--- config.mk ---
export PLATFORM = sky130hd
export DESIGN_NAME = moore_seq_ctrl
export DESIGN_NICKNAME = d
export VERILOG_FILES = /design/src/rtl/moore_ctrl_pkg.sv /design/src/rtl/moore_hit_tracker.sv /design/src/rtl/moore_seq_ctrl.sv
export SDC_FILE = /design/constraint.sdc
export NUM_CORES = 1
export LEC_CHECK = 0
export ABC_AREA = 1
export BUFFER_PORTS_ARGS = -buffer_cell sky130_fd_sc_hd__buf_2
export CAP_MARGIN = 20
export CORE_UTILIZATION = 43
export CTS_CLUSTER_DIAMETER = 60
export DETAILED_ROUTE_END_ITERATION = 8
export PLACE_DENSITY = 0.76
export RECOVER_POWER = 25
export SLEW_MARGIN = 20
export SYNTH_ARGS = -nofsm -noshare
export SYNTH_HDL_FRONTEND = slang
export SYNTH_SLANG_ARGS = --single-unit
--- constraint.sdc ---
create_clock -name clk -period 1.4 [get_ports clk]
set_input_delay 0.07 -clock clk [delete_from_list [all_inputs] [get_ports clk]]
set_output_delay 0.07 -clock clk [all_outputs]
set_load 0.05 [all_outputs]
--- src/rtl/moore_ctrl_pkg.sv ---
// Shared types and default sizes for the Moore sequence-detector stimulus sequencer.
package moore_ctrl_pkg;

    typedef enum logic [2:0] {
        IDLE  = 3'd0,
        CLR   = 3'd1,
        RUN   = 3'd2,
        DRAIN = 3'd3,
        DONE  = 3'd4
    } ctrl_state_e;

    localparam int PAT_W_DEF = 8;
    localparam int LEN_W_DEF = 4;
    localparam int CNT_W_DEF = 4;

endpackage

--- src/rtl/moore_hit_tracker.sv ---
// Counts sampled detector hits (saturating) and remembers the bit index of the first one.
module moore_hit_tracker
    import moore_ctrl_pkg::*;
#(
    parameter int CNT_W = CNT_W_DEF,
    parameter int LEN_W = LEN_W_DEF
) (
    input  logic             clk,
    input  logic             rst_n,
    input  logic             clr,
    input  logic             sample_en,
    input  logic             z1,
    input  logic [LEN_W-1:0] idx,
    output logic [CNT_W-1:0] hit_cnt,
    output logic             hit_valid,
    output logic [LEN_W-1:0] first_hit_idx
);

    logic [CNT_W-1:0] cnt_q, cnt_d;
    logic             valid_q, valid_d;
    logic [LEN_W-1:0] first_q, first_d;

    always_ff @(posedge clk or negedge rst_n) begin
        if (!rst_n) begin
            cnt_q   <= '0;
            valid_q <= 1'b0;
            first_q <= '0;
        end else begin
            cnt_q   <= cnt_d;
            valid_q <= valid_d;
            first_q <= first_d;
        end
    end

    // clr wins over a sample in the same cycle so an abort always leaves clean results.
    always_comb begin
        cnt_d   = cnt_q;
        valid_d = valid_q;
        first_d = first_q;
        if (clr) begin
            cnt_d   = '0;
            valid_d = 1'b0;
            first_d = '0;
        end else if (sample_en && z1) begin
            if (cnt_q != '1) begin
                cnt_d = cnt_q + 1'b1;
            end
            if (!valid_q) begin
                valid_d = 1'b1;
                first_d = idx;
            end
        end
    end

    assign hit_cnt       = cnt_q;
    assign hit_valid     = valid_q;
    assign first_hit_idx = first_q;

endmodule

--- src/rtl/moore_seq_ctrl.sv ---
// Sequencer that resets the detector, shifts a pattern into x1 LSB first and
// reports the number and position of z1 hits through a start/done handshake.
module moore_seq_ctrl
    import moore_ctrl_pkg::*;
#(
    parameter int PAT_W = PAT_W_DEF,
    parameter int LEN_W = LEN_W_DEF,
    parameter int CNT_W = CNT_W_DEF
) (
    input  logic             clk,
    input  logic             rst_n,
    input  logic             start,
    input  logic             abort,
    input  logic [PAT_W-1:0] pattern,
    input  logic [LEN_W-1:0] len,
    input  logic             z1,
    output logic             x1,
    output logic             fsm_rst_n,
    output logic             busy,
    output logic             done,
    output logic [CNT_W-1:0] hit_cnt,
    output logic             hit_valid,
    output logic [LEN_W-1:0] first_hit_idx
);

    localparam logic [LEN_W-1:0] PAT_W_L = LEN_W'(PAT_W);
    localparam logic [LEN_W-1:0] ONE_L   = LEN_W'(1);

    ctrl_state_e      state_q, state_d;
    logic [PAT_W-1:0] shreg_q, shreg_d;
    logic [LEN_W-1:0] len_q, len_d;
    logic [LEN_W-1:0] idx_q, idx_d;
    logic             x1_q, x1_d;
    logic             fsm_rst_n_q, fsm_rst_n_d;

    logic             start_acc;
    logic             abort_act;
    logic             sample_en;
    logic [LEN_W-1:0] sample_idx;

    assign start_acc = (state_q == IDLE) && start;
    assign abort_act = abort && ((state_q == CLR) || (state_q == RUN) || (state_q == DRAIN));

    always_ff @(posedge clk or negedge rst_n) begin
        if (!rst_n) begin
            state_q     <= IDLE;
            shreg_q     <= '0;
            len_q       <= '0;
            idx_q       <= '0;
            x1_q        <= 1'b0;
            fsm_rst_n_q <= 1'b0;
        end else begin
            state_q     <= state_d;
            shreg_q     <= shreg_d;
            len_q       <= len_d;
            idx_q       <= idx_d;
            x1_q        <= x1_d;
            fsm_rst_n_q <= fsm_rst_n_d;
        end
    end

    always_comb begin
        state_d = state_q;
        shreg_d = shreg_q;
        len_d   = len_q;
        idx_d   = idx_q;
        case (state_q)
            IDLE: begin
                if (start) begin
                    shreg_d = pattern;
                    len_d   = (len > PAT_W_L) ? PAT_W_L : len;
                    state_d = CLR;
                end
            end
            CLR: begin
                idx_d   = '0;
                state_d = (len_q == '0) ? DONE : RUN;
            end
            RUN: begin
                shreg_d = shreg_q >> 1;
                if (idx_q == len_q - ONE_L) begin
                    state_d = DRAIN;
                end else begin
                    idx_d = idx_q + ONE_L;
                end
            end
            DRAIN:   state_d = DONE;
            DONE:    state_d = IDLE;
            default: state_d = IDLE;
        endcase
        if (abort_act) begin
            state_d = IDLE;
        end
    end

    // x1/fsm_rst_n are registered from the next state so they line up with the state they belong to.
    always_comb begin
        busy        = (state_q != IDLE);
        done        = (state_q == DONE);
        x1_d        = (state_d == RUN) ? shreg_d[0] : 1'b0;
        fsm_rst_n_d = (state_d != CLR);
        sample_en   = !abort_act && (((state_q == RUN) && (idx_q != '0)) || (state_q == DRAIN));
        sample_idx  = (state_q == DRAIN) ? (len_q - ONE_L) : (idx_q - ONE_L);
    end

    assign x1        = x1_q;
    assign fsm_rst_n = fsm_rst_n_q;

    moore_hit_tracker #(
        .CNT_W (CNT_W),
        .LEN_W (LEN_W)
    ) u_hit_tracker (
        .clk           (clk),
        .rst_n         (rst_n),
        .clr           (start_acc || abort_act),
        .sample_en     (sample_en),
        .z1            (z1),
        .idx           (sample_idx),
        .hit_cnt       (hit_cnt),
        .hit_valid     (hit_valid),
        .first_hit_idx (first_hit_idx)
    );

endmodule

== After elaboration in Yosys (flattened, before gate mapping) ==
Cells that the tools add are included.

* Register bits after elaboration: 30
* Output and inout port bits: 13

* Add/sub/neg operators: 4
* $lt $le $gt $ge: 1
* Eq/ne operators: 11
* Multiplexer cells: 20
* Reductions and logical operators: 23

{| class="wikitable"
|+ Operators with widths
! kind !! count
|-
| $mux 4 || 9
|-
| $pmux 8 s2 || 1
|-
| $mux 3 || 4
|-
| $pmux 3 s4 || 1
|-
| $reduce_and 2->1 || 5
|-
| $eq 3x2->1 const B || 3
|-
| $add 4x1->4 const B || 2
|-
| $mux 8 || 1
|-
| $pmux 4 s2 || 1
|-
| $reduce_bool 2->1 || 4
|-
| $sub 4x1->4 const B || 2
|-
| $logic_and 1x1->1 || 5
|-
| $eq 4x4->1 || 1
|-
| $gt 4x4->1 const B || 1
|-
| $logic_not 4->1 || 1
|-
| $logic_or 1x1->1 || 4
|-
| $ne 2x2->1 const B || 2
|-
| $ne 4x4->1 const B || 1
|-
| $reduce_bool 4->1 || 1
|-
| $eq 3x1->1 const B || 1
|-
| $eq 3x3->1 const B || 1
|-
| $logic_not 3->1 || 1
|-
| $mux 1 || 3
|-
| $ne 3x1->1 const B || 1
|-
| 3 further kinds || 3
|}

== Depth between registers and ports, before layout ==
Gate-level depths: netlist of run 1.

* Depth in word-level cells: 9
* Mapped depth: 13
* Gate-level depth less buffers: 13

== Modules after synthesis ==
Synthesis of run 1 repeated with hierarchy kept, for this count alone.

* Cell total of the unflattened synthesis: 211
* Area, all modules: 1686.6 µm²

{| class="wikitable"
|+ Modules (own cells, without submodules)
! module !! times used !! cells an instance !! area each (µm²) !! sequential area each (µm²)
|-
| moore_seq_ctrl || 1 || 151 || 1224.9 || 525.5
|-
| moore_hit_tracker || 1 || 60 || 461.7 || 225.2
|}

== Least setup slack after synthesis of run 1 ==
Ideal clock, no wire load.

* Path type: register to output
* Start point: register state_q[1]
* End point: output done
* Data arrival time: 1.557 ns
* Slack: -0.227 ns
* Cell stages (with the launch flop): 2
* Buffers on the path: 0
* Cell sequence: dfrtp_1 -> nor3_1

* Longest elaborated chain between the ends: 1

{| class="wikitable"
|+ Ends and longest elaborated chain
! element !! RTL line !! source
|-
| start: declaration || moore_seq_ctrl.sv:29 || <nowiki>ctrl_state_e state_q, state_d;</nowiki>
|-
| start signal: assignment || moore_seq_ctrl.sv:53 || <nowiki>state_q <= state_d;</nowiki>
|-
| $eq 3x3->1 || moore_seq_ctrl.sv:99 || <nowiki>done = (state_q == DONE);</nowiki>
|-
| end: declaration || moore_seq_ctrl.sv:20 || <nowiki>output logic done,</nowiki>
|}

Every way passes these cells.

== Final worst setup path of run 1 ==
* Start point: register state_q[2]
* End point: register u_hit_tracker.cnt_q[2], in the netlist u_hit_tracker.hit_cnt[2]

* Longest elaborated chain between the ends: 9
* Elaborated cells on any way between the ends: 18
* Classes of those cells: eq/ne (3); mux (1); reduce/logical (14)

{| class="wikitable"
|+ Ends and longest elaborated chain
! element !! RTL line !! source
|-
| $eq 3x1->1 or $eq 3x2->1 (tied branches) || moore_seq_ctrl.sv:42, moore_seq_ctrl.sv:102 ||
|-
| $logic_or 1x1->1 (2 in a row) || moore_seq_ctrl.sv:42 || <nowiki>assign abort_act = abort && ((state_q == CLR) || (state_q == RUN) || (state_q == DRAIN));</nowiki>
|-
| $logic_and 1x1->1 || moore_seq_ctrl.sv:42 ||
|-
| $logic_not 1->1 || moore_seq_ctrl.sv:102 || <nowiki>sample_en = !abort_act && (((state_q == RUN) && (idx_q != '0)) || (state_q == DRAIN));</nowiki>
|-
| $logic_and 1x1->1 || moore_seq_ctrl.sv:102 ||
|-
| $logic_and 1x1->1 || moore_hit_tracker.sv:44 || <nowiki>end else if (sample_en && z1) begin</nowiki>
|-
| $reduce_bool 2->1 (no line) || - ||
|-
| $reduce_and 2->1 (no line) || - ||
|-
| end signal: assignment || moore_hit_tracker.sv:29 || <nowiki>cnt_q <= cnt_d;</nowiki>
|-
| end: declaration || moore_hit_tracker.sv:19 || <nowiki>logic [CNT_W-1:0] cnt_q, cnt_d;</nowiki>
|}

Several ways; a longest one is shown, not always the timed one.
A chain may end at the register's enable or synchronous reset.

==> metrics.cfg, run 1 <==
[critical_path]
worstPathArrival_ps=1680
critPathSlowestCell=dfrtp_1
crit_fanout=5
critical_path_required_ps=1580
reg2reg_from=state_q[2]
reg2regPathDepth=9
endpoint_kind=flip-flop
crit_type=flip-flop to flip-flop
crit_end=u_hit_tracker.hit_cnt[2]
crit_start=state_q[2]
ff2ff_setup_slack_ps=-110
worstReg2RegEnd=u_hit_tracker.hit_cnt[2]
worst_setup_path_start_kind=flip-flop
cp_common_cell=nand2_4
cp_slowest_stage_delay_ps=420
critical_path.cell_chain=nor2_4, nand2_4, nor2_4, inv_4, nand2_4, or2_4, nand2_4, nand2_2, nand2_1

[cells_and_area]
diodes=0
post_layout_nonfiller_instances=328
syn_to_final_growth_pct=47.6
drive_above_1_share=0.439
utilization=0.662
nNetsFinal=301

[die]
die_h_um=64.0
core-area_um2=3690
fp.dieW_um=64.0
io_pins=30
die_area_um2=4100
rows=22
initial_core_util=0.448

[logic_synthesis]
ys_warn_count=0
synthXorXnorAreaFrac=0.0371
synth_top_family_by_area=simple AND/OR/NAND/NOR gates
synthMuxAreaShare=0.00605
ys_types=26
synth_compound_area_frac=0.0862
synthSimpleGateAreaFrac=0.312
syn_nets=225
seq_area_frac_synth=0.454
yosys-top-cells-area=dfrtp_1 (45%), nand2_1 (13%), nand3_1 (7.0%), inv_1 (4.8%), ha_1 (3.8%)
syn-cell-area_um2=1650
syn_area_per_cell_um2=8.15
synth_fa_ha_area_frac=0.0378
syn_inst=203
ys_ff_latch=30
synth_top_area_share=0.454
yosysTopAreaCell=dfrtp_1

[timing]
clock.fmax_ghz=0.664
hold_viol=0
fin_tns_setup_ps=-1190
fin_crit_ps=1510
rsz0062_at_grt=yes
setup_ws_ps=-106
hold_slack_ps=3.55
slew-limit-headroom=0.503
drv_slew=0
worst_pin_slew_ps=746
skew_ps=4.11
fin_crit_sh=1.08
finalSetupViolCount=21

[place]
gp_congestion=0.884
dpl.cell_count=305
dp_hpwl_um=2750
io_buffers=29

[cts]
cts.sinks=30
htree_levels=2
clkTransAtPathRegs_ps=60
cts_root_buf=clkbuf_8
clockBufferDepth=2
cts_tree=done
numCtsBuffers=5
clk_latency_ps=290

[drt]
via_count=1590
drt_iter0_drc=51
drtAntennaViolNets=0
wl_um=4180
avgRoutedWirePerCell_um=12.8
first_pass_iters=5
drc=0
routed_via_density=4.85

[grt]
grt_max_degree=31
antenna_found_initial=0
first_global_vias=1507
grt-ovfl-total=0
grt_pass1_wl_um=6270
grt_usage=0.206

[pwr]
irDropWorstVdd_mv=1.32
power_density_nw_per_um2=2350
power_leakage_nw=1.26
p_total_mw=5.75

[outcome]
status=finished, violations left
violations=setup timing

[run]
max_cap_violations=0

[hold_path]
worstHoldPathType=input pin to flip-flop

==> layout make-up <==
| cell class | instances | area, um2 |
|---|---|---|
| clock buffer | 7 | 86.3 |
| clock inverter | 1 | 5.00 |
| inverter | 26 | 108 |
| tap | 48 | 60.1 |
| sequential | 30 | 754 |
| timing repair buffer | 71 | 502 |
| fill | 302 | 1250 |
| multi-input combinational | 145 | 926 |
==> registers in the layout, summed over array words and instances, names as in the netlist <==
register and cells:
u_hit_tracker.hit_valid 1, u_hit_tracker.hit_cnt 4, shreg_q 8, x1 1, u_hit_tracker.first_hit_idx 4, state_q 3
len_q 4, fsm_rst_n 1, idx_q 4
==> kinds of logic (layout without fill, tap and decap cells) <==
group                    count (synthesis)  count (layout)
XOR/XNOR                                 7               7
multiplexers                             1               1
buffers and inverters                   28             105
adder cells (fa/ha/maj)                  5               5
AO/OA/AOI/OAI                           22              22
flip-flops                              30              30
AND/OR/NAND/NOR                        110             110
==> where the power goes <==
part           internal, mW  total (mW)  switching (mW)
combinational          1.46        3.60            2.14
sequential             1.21        1.43           0.225
clock                 0.395       0.712           0.317
total                  3.06        5.75            2.68
==> cells in the final DEF, fill, tap and decap left out, types with 2 or more instances in the layout <==
cell type and instances:
xnor2_1 2, nand4_1 3, inv_1 18, inv_4 2, dlygate4sd3_1 7, nor3_2 2, buf_2 26, o21ai_0 6
nand3_1 21, o221ai_2 5, buf_4 33, nor2_4 3, nand2_2 13, clkbuf_8 6, ha_1 3, a21oi_1 3
nand2_4 6, dfrtp_1 27, dfrtp_2 3, xor2_1 5, nor2_2 3, nand3_2 2, nor2_1 9, inv_2 5
buf_6 3, nand2_1 44, o21a_1 2, a21oi_2 2
==> cell usage after synthesis <==
cell,count
nor2_4,3
nand2_4,3
nor2_1,12
o21a_1,2
or2_2,1
o211ai_1,1
nand4_1,3
nand3_1,23
or2_4,1
mux2i_1,1
inv_4,1
buf_2,2
inv_1,21
o21ai_0,7
nand3b_1,1
nand2_2,3
a211oi_1,1
ha_1,5
a21oi_1,5
xnor2_1,2
inv_2,4
nand2_1,57
nor3_1,3
o221ai_1,6
dfrtp_1,30
xor2_1,5
==> critical path, delay by kind of cell, from the launching register on <==
family,cells,cell delay (ps)
AND/OR/NAND/NOR,8,890
buffers and inverters,1,80
flip-flops,1,420
==> worst min-delay path by stage <==
stage               start  cells past startpoint                        to
2_1_floorplan       rst_n                      0                 fsm_rst_n
3_3_place_gp        rst_n                      1                 fsm_rst_n
3_5_place_dp        rst_n                      1  u_hit_tracker.hit_cnt[2]
4_1_cts        pattern[5]                      3                shreg_q[5]
5_1_grt        pattern[5]                      3                shreg_q[5]
6_report       pattern[5]                      3                shreg_q[5]
==> layer usage <==
layer / vias to the layer above / GRT usage / wire [um]
li1: 811 / - / -
met1: 733 / 0.234 / 1760
met2: 37 / 0.351 / 2170
met3: 9 / 0.0500 / 171
met4: 0 / 0.114 / 80
met5: - / 0 / 0
==> timing repair <==
action                     4_1_cts  5_1_grt
resized for setup                7       34
gates cloned                     0        0
pin swaps                        4       16
buffers inserted                 4        6
hold buffers                     7        0
setup endpoints to repair       16       28
hold endpoints to repair        36        0
==> through the flow <==
stage	worst slack, ps	area (um2)
3_3_place_gp	-59.6	2090
2_1_floorplan	-60.2	1690
4_1_cts	-72.9	2300
3_5_place_dp	-121	2090
6_report	-106	2440
5_1_grt	-223	2440
(Power assumes the default switching activity.)
==> run 2, diff against run 1 <==
Settings changed: CORE_UTILIZATION 43 to 49, PLACE_DENSITY 0.76 to 0.83.
==> metrics.cfg, run 2 (same netlist as run 1, synthesis figures left out) <==
[outcome]
status=finished, violations left
violations=setup timing

[cts]
cts.sinks=30  ; unchanged
clk_latency_ps=340  ; +50 ps
numCtsBuffers=5  ; unchanged
htree_levels=2  ; unchanged
cts_root_buf=clkbuf_4
clockBufferDepth=2  ; unchanged
clkTransAtPathRegs_ps=100  ; +40 ps
cts_tree=done

[die]
die_area_um2=3610  ; -12%
fp.dieW_um=60.1  ; -6.1%
io_pins=30  ; unchanged
die_h_um=60.1  ; -6.1%
initial_core_util=0.529  ; +0.0804
core-area_um2=3130  ; -15%
rows=20  ; -9.1%

[cells_and_area]
final_cell_mix=nand2_1 (44), dfrtp_1 (27), buf_2 (26), buf_4 (23), nand3_1 (19)
regArea_um2=754  ; unchanged
diodes=0  ; unchanged
mostFrequentLayoutCell=nand2_1
final_cell_area_um2=2500  ; +2.4%
multiInputGateArea_um2=971  ; +4.9%
largest_reg_flops=8  ; unchanged
nNetsFinal=301  ; unchanged
post_layout_nonfiller_instances=324  ; -1.2%
syn_to_final_growth_pct=51.1
max_flop_register=shreg_q
fill_cells=179  ; -41%
drive_above_1_share=0.425  ; -0.0143

[timing]
fin_tns_setup_ps=-829  ; +366 ps
worst_pin_slew_ps=738  ; -7.65 ps
hold_viol=0  ; unchanged
finalSetupViolCount=11  ; -48%
fin_crit_ps=1530  ; +22.3 ps
drv_slew=0  ; unchanged
fin_crit_sh=1.09  ; +0.0159
setup_ws_ps=-128  ; -22.3 ps
rsz0062_at_grt=yes
skew_ps=5.36  ; +1.26 ps
slew-limit-headroom=0.508  ; +0.00510
clock.fmax_ghz=0.654  ; -1.5%

[grt]
first_global_vias=1603  ; +6.4%
grt_max_degree=31  ; unchanged
grt_usage=0.255  ; +0.0493
grt-ovfl-total=0  ; unchanged
grt_pass1_wl_um=6720  ; +7.3%
antenna_found_initial=0  ; unchanged

[critical_path]
worst_setup_path_start_kind=flip-flop
worstPathArrival_ps=1800  ; +120 ps
endpoint_kind=flip-flop
crit_fanout=5  ; unchanged
critPathSlowestCell=dfrtp_1
cp_slowest_stage_delay_ps=370  ; -50 ps
crit_type=flip-flop to flip-flop
critical_path.cell_chain=inv_2, buf_4, ha_1, nand3_1, a21oi_1, nor3_1, nand2_1, nor2_1
critical_path_required_ps=1670  ; +90 ps

[place]
dp_hpwl_um=2660  ; -3.2%
placed_area_um2=2060  ; -1.3%
io_buffers=29  ; unchanged
dpl.cell_count=298  ; -2.3%
gp_congestion=0.908  ; +2.7%

[pwr]
power_density_nw_per_um2=2340  ; -0.55%
p_total_mw=5.85  ; +1.8%
irDropWorstVdd_mv=1.27  ; -3.2%
power_leakage_nw=1.27  ; +0.92%

[run]
max_cap_violations=0  ; unchanged

[drt]
drtAntennaViolNets=0  ; unchanged
avgRoutedWirePerCell_um=13.6  ; +6.4%
routed_via_density=5.27  ; +8.6%
drc=0  ; unchanged
wl_um=4390  ; +5.1%
drt_iter0_drc=93  ; +82%
via_count=1706  ; +7.3%
first_pass_iters=4  ; -1

[hold_path]
worstHoldPathType=input pin to flip-flop

## run 2: cell types whose count changed in the layout (fill, tap and decap cells not counted), sizes merged
cell,delta
clkinv,+1
dlygate4sd3,+5
bufinv,+1
clkbuf,-2
buf,-5
## run 2: metrics by stage
step	hold WS (ps)	util	setup WS, ps
after global placement	137	0.658	-57.2
after floorplan	-226	-	-60.2
after CTS	13.7	0.751	-81.8
after detailed placement	135	0.658	-125
final	33.1	0.799	-128
after global routing	36.5	0.799	-214
## run 2: metal layers
layer  global-route usage  wire, um  vias to the layer above
met1                0.303      1790                      814
met4                0.123        88                        0
li1                     -         -                      821
met5                    0         0                        -
met2                0.429      2300                       58
met3               0.0606       218                       13
## run 2: path summary, 6_finish.rpt
path,startpoint,end,slack (ps),cells past startpoint
hold / removal,len[3],len_q[1],30,4
hold reg to reg,u_hit_tracker.first_hit_idx[3],u_hit_tracker.first_hit_idx[3],520,2
setup / recovery,len_q[0],x1,-130,8
min in group asynchronous,rst_n,state_q[2],310,2
setup reg to reg,len_q[0],x1,-130,8
max in group asynchronous,rst_n,u_hit_tracker.hit_cnt[0],570,2
## run 2: timing repair
action / CTS / global route
pin swaps: 6 / 9
cloned: 0 / 0
buffers inserted: 5 / 2
resized for setup: 17 / 37
hold buffers: 12 / 0
endpoints found under the setup margin: 14 / 26
endpoints found under the hold margin: 41 / 0
## run 2: area by class of cell
| cell class | count | share of cell area |
|---|---|---|
| Clock buffer | 5 | 0.0150 |
| Clock inverter | 3 | 0.0160 |
| Inverter | 26 | 0.0431 |
| Multi-Input combinational cell | 145 | 0.389 |
| Sequential cell | 30 | 0.302 |
| Tap cell | 44 | 0.0220 |
| Timing Repair Buffer | 71 | 0.213 |
## run 2: critical path, delay by kind of cell, from the launching register on
family | cells | cell delay, ps
simple gates | 4 | 610
buf+inv | 2 | 200
flops | 1 | 370
compound gates | 1 | 100
fa+ha+maj | 1 | 180
## run 2: report_power, final
part | leakage [nW] | switching (mW) | internal (mW) | total (mW)
registers | 0.385 | 0.235 | 1.20 | 1.44
logic | 0.837 | 2.22 | 1.50 | 3.72
clock network | 0.0450 | 0.329 | 0.370 | 0.698
==> run 3, diff against run 2 <==
Settings changed: SKIP_LAST_GASP from default to 1.
==> metrics.cfg, run 3 (same netlist as run 1, synthesis figures left out) <==
[die]
die_h_um=60.1  ; unchanged
fp.dieW_um=60.1  ; unchanged
initial_core_util=0.529  ; unchanged
core-area_um2=3130  ; unchanged
die_area_um2=3610  ; unchanged
rows=20  ; unchanged
io_pins=30  ; unchanged

[pwr]
p_sw_mw=2.84  ; +2.1%
power_leakage_nw=1.28  ; +1.3%
switching_share=0.477  ; +0.00209
p_total_mw=5.95  ; +1.7%
p_comb_frac=0.639  ; +0.004
irDropWorstVdd_mv=1.31  ; +3.1%
p_int_mw=3.11  ; +1.3%
clkPwrFrac=0.118  ; about the same
power_density_nw_per_um2=2360  ; +0.79%
seqPwrFrac=0.243  ; -0.003

[place]
post-place-ws_ps=-125  ; unchanged
gp_congestion=0.908  ; unchanged
placed_area_um2=2060  ; unchanged
dp_hpwl_um=2660  ; unchanged
io_buffers=29  ; unchanged

[timing]
fin_tns_setup_ps=-1670  ; -843 ps
hold_viol=0  ; unchanged
setup_ws_ps=-198  ; -69.8 ps
finalSetupViolCount=19  ; +8
worst_pin_slew_ps=747  ; +8.49 ps
rsz0062_at_grt=yes
skew_ps=6.74  ; +1.37 ps
clock.fmax_ghz=0.626  ; -4.4%
slew-limit-headroom=0.502  ; -0.00566
drv_slew=0  ; unchanged
fin_crit_ps=1600  ; +69.8 ps
fin_crit_sh=1.14  ; +0.0498

[cells_and_area]
largest_reg_flops=8  ; unchanged
diodes=0  ; unchanged
syn_to_final_growth_pct=52.4
nNetsFinal=304  ; +1.0%
mostFrequentLayoutCell=nand2_1
drive_above_1_share=0.428  ; +0.00256
final_cell_mix=nand2_1 (44), dfrtp_1 (27), buf_4 (27), buf_2 (26), nand3_1 (19)
final_cell_area_um2=2520  ; +0.90%
max_flop_register=shreg_q
utilization=0.806  ; +0.00720

[outcome]
violations=setup timing
status=finished, violations left

[drt]
routed_via_density=5.33  ; +1.2%
via_count=1742  ; +2.1%
wl_um=4720  ; +7.4%
drtAntennaViolNets=0  ; unchanged
drc=0  ; unchanged
avgRoutedWirePerCell_um=14.4  ; +6.4%
drt_iter0_drc=145  ; +56%
first_pass_iters=5  ; +1

[critical_path]
critical_path_required_ps=1640  ; -30 ps
critical_path.cell_chain=nor2_4, nand2_4, nor2_4, inv_4, nand2_8, inv_6, nand2_4, nand2_4, nand2_1, nand2_1
cp_common_cell=nand2_4
crit_fanout=6  ; +1
worst_setup_path_start_kind=flip-flop
worstPathArrival_ps=1830  ; +30 ps
endpoint_kind=flip-flop
cp_slowest_stage_delay_ps=480  ; +110 ps
critPathSlowestCell=dfrtp_1
crit_type=flip-flop to flip-flop

[hold_path]
worstHoldPathType=input pin to flip-flop

[cts]
cts_tree=done
clkTransAtPathRegs_ps=110  ; about the same
cts.sinks=30  ; unchanged
htree_levels=2  ; unchanged
clk_latency_ps=340  ; about the same
clockBufferDepth=2  ; unchanged
cts_root_buf=clkbuf_4
numCtsBuffers=5  ; unchanged

[grt]
antenna_found_initial=0  ; unchanged
first_global_vias=1615  ; +0.75%
grt_max_degree=31  ; unchanged
grt_pass1_wl_um=6730  ; +0.10%
grt_usage=0.255  ; unchanged
grt-ovfl-total=0  ; unchanged

[run]
max_cap_violations=0  ; unchanged

==> run 3: path summary, 6_finish.rpt <==
path                                                start                             end  slack [ps]  cells after the start
setup / recovery                               state_q[0]        u_hit_tracker.hit_cnt[1]        -200                     10
hold reg to reg            u_hit_tracker.first_hit_idx[2]  u_hit_tracker.first_hit_idx[2]         520                      2
hold / removal                                     len[3]                        len_q[3]          10                      3
max in group asynchronous                           rst_n        u_hit_tracker.hit_cnt[1]         570                      2
setup reg to reg                               state_q[0]        u_hit_tracker.hit_cnt[1]        -200                     10
min in group asynchronous                           rst_n                      shreg_q[0]         310                      2
==> run 3: worst max-delay path, delay by kind of cell (launching register included) <==
kind / cells / cell delay, ps
buffers and inverters: 2 / 150
flip-flops: 1 / 480
AND/OR/NAND/NOR: 8 / 850
==> run 3: per-stage QoR <==
stage,hold WS [ps],cells
floorplan,-226,203
global placement,137,298
detailed placement,135,298
CTS,13.7,323
global route,39.5,327
finish,12.3,327
==> run 3: area by class of cell <==
cell class	count	area (um2)
Multi-Input combinational cell	145	975
Sequential cell	30	754
Fill cell	181	607
Timing Repair Buffer	74	552
Inverter	26	108
Tap cell	44	55.1
Clock inverter	3	40.0
Clock buffer	5	37.5
==> run 3: power by group through the flow <==
stage / Clock (mW) / Combinational (mW) / Sequential, mW
2_1_floorplan: 0 / 1.62 / 1.79
3_5_place_dp: 0 / 2.93 / 1.43
3_3_place_gp: 0 / 2.87 / 1.42
5_1_grt: 0.756 / 4.11 / 1.49
4_1_cts: 0.694 / 3.21 / 1.41
6_report: 0.699 / 3.80 / 1.45
==> run 3: what timing repair did <==
item	4_1_cts	5_1_grt
setup buffers	5	5
hold buffers	12	0
pin swaps	5	10
resized for setup	16	40
setup endpoints to repair	14	26
hold endpoints to repair	41	0
==> run 3: per-layer routing <==
metal | global-route usage | wire length (um) | vias up
li1 | - | - | 825
met1 | 0.302 | 1880 | 840
met2 | 0.430 | 2510 | 64
met3 | 0.0606 | 240 | 13
met4 | 0.123 | 84 | 0
met5 | 0 | 0 | -
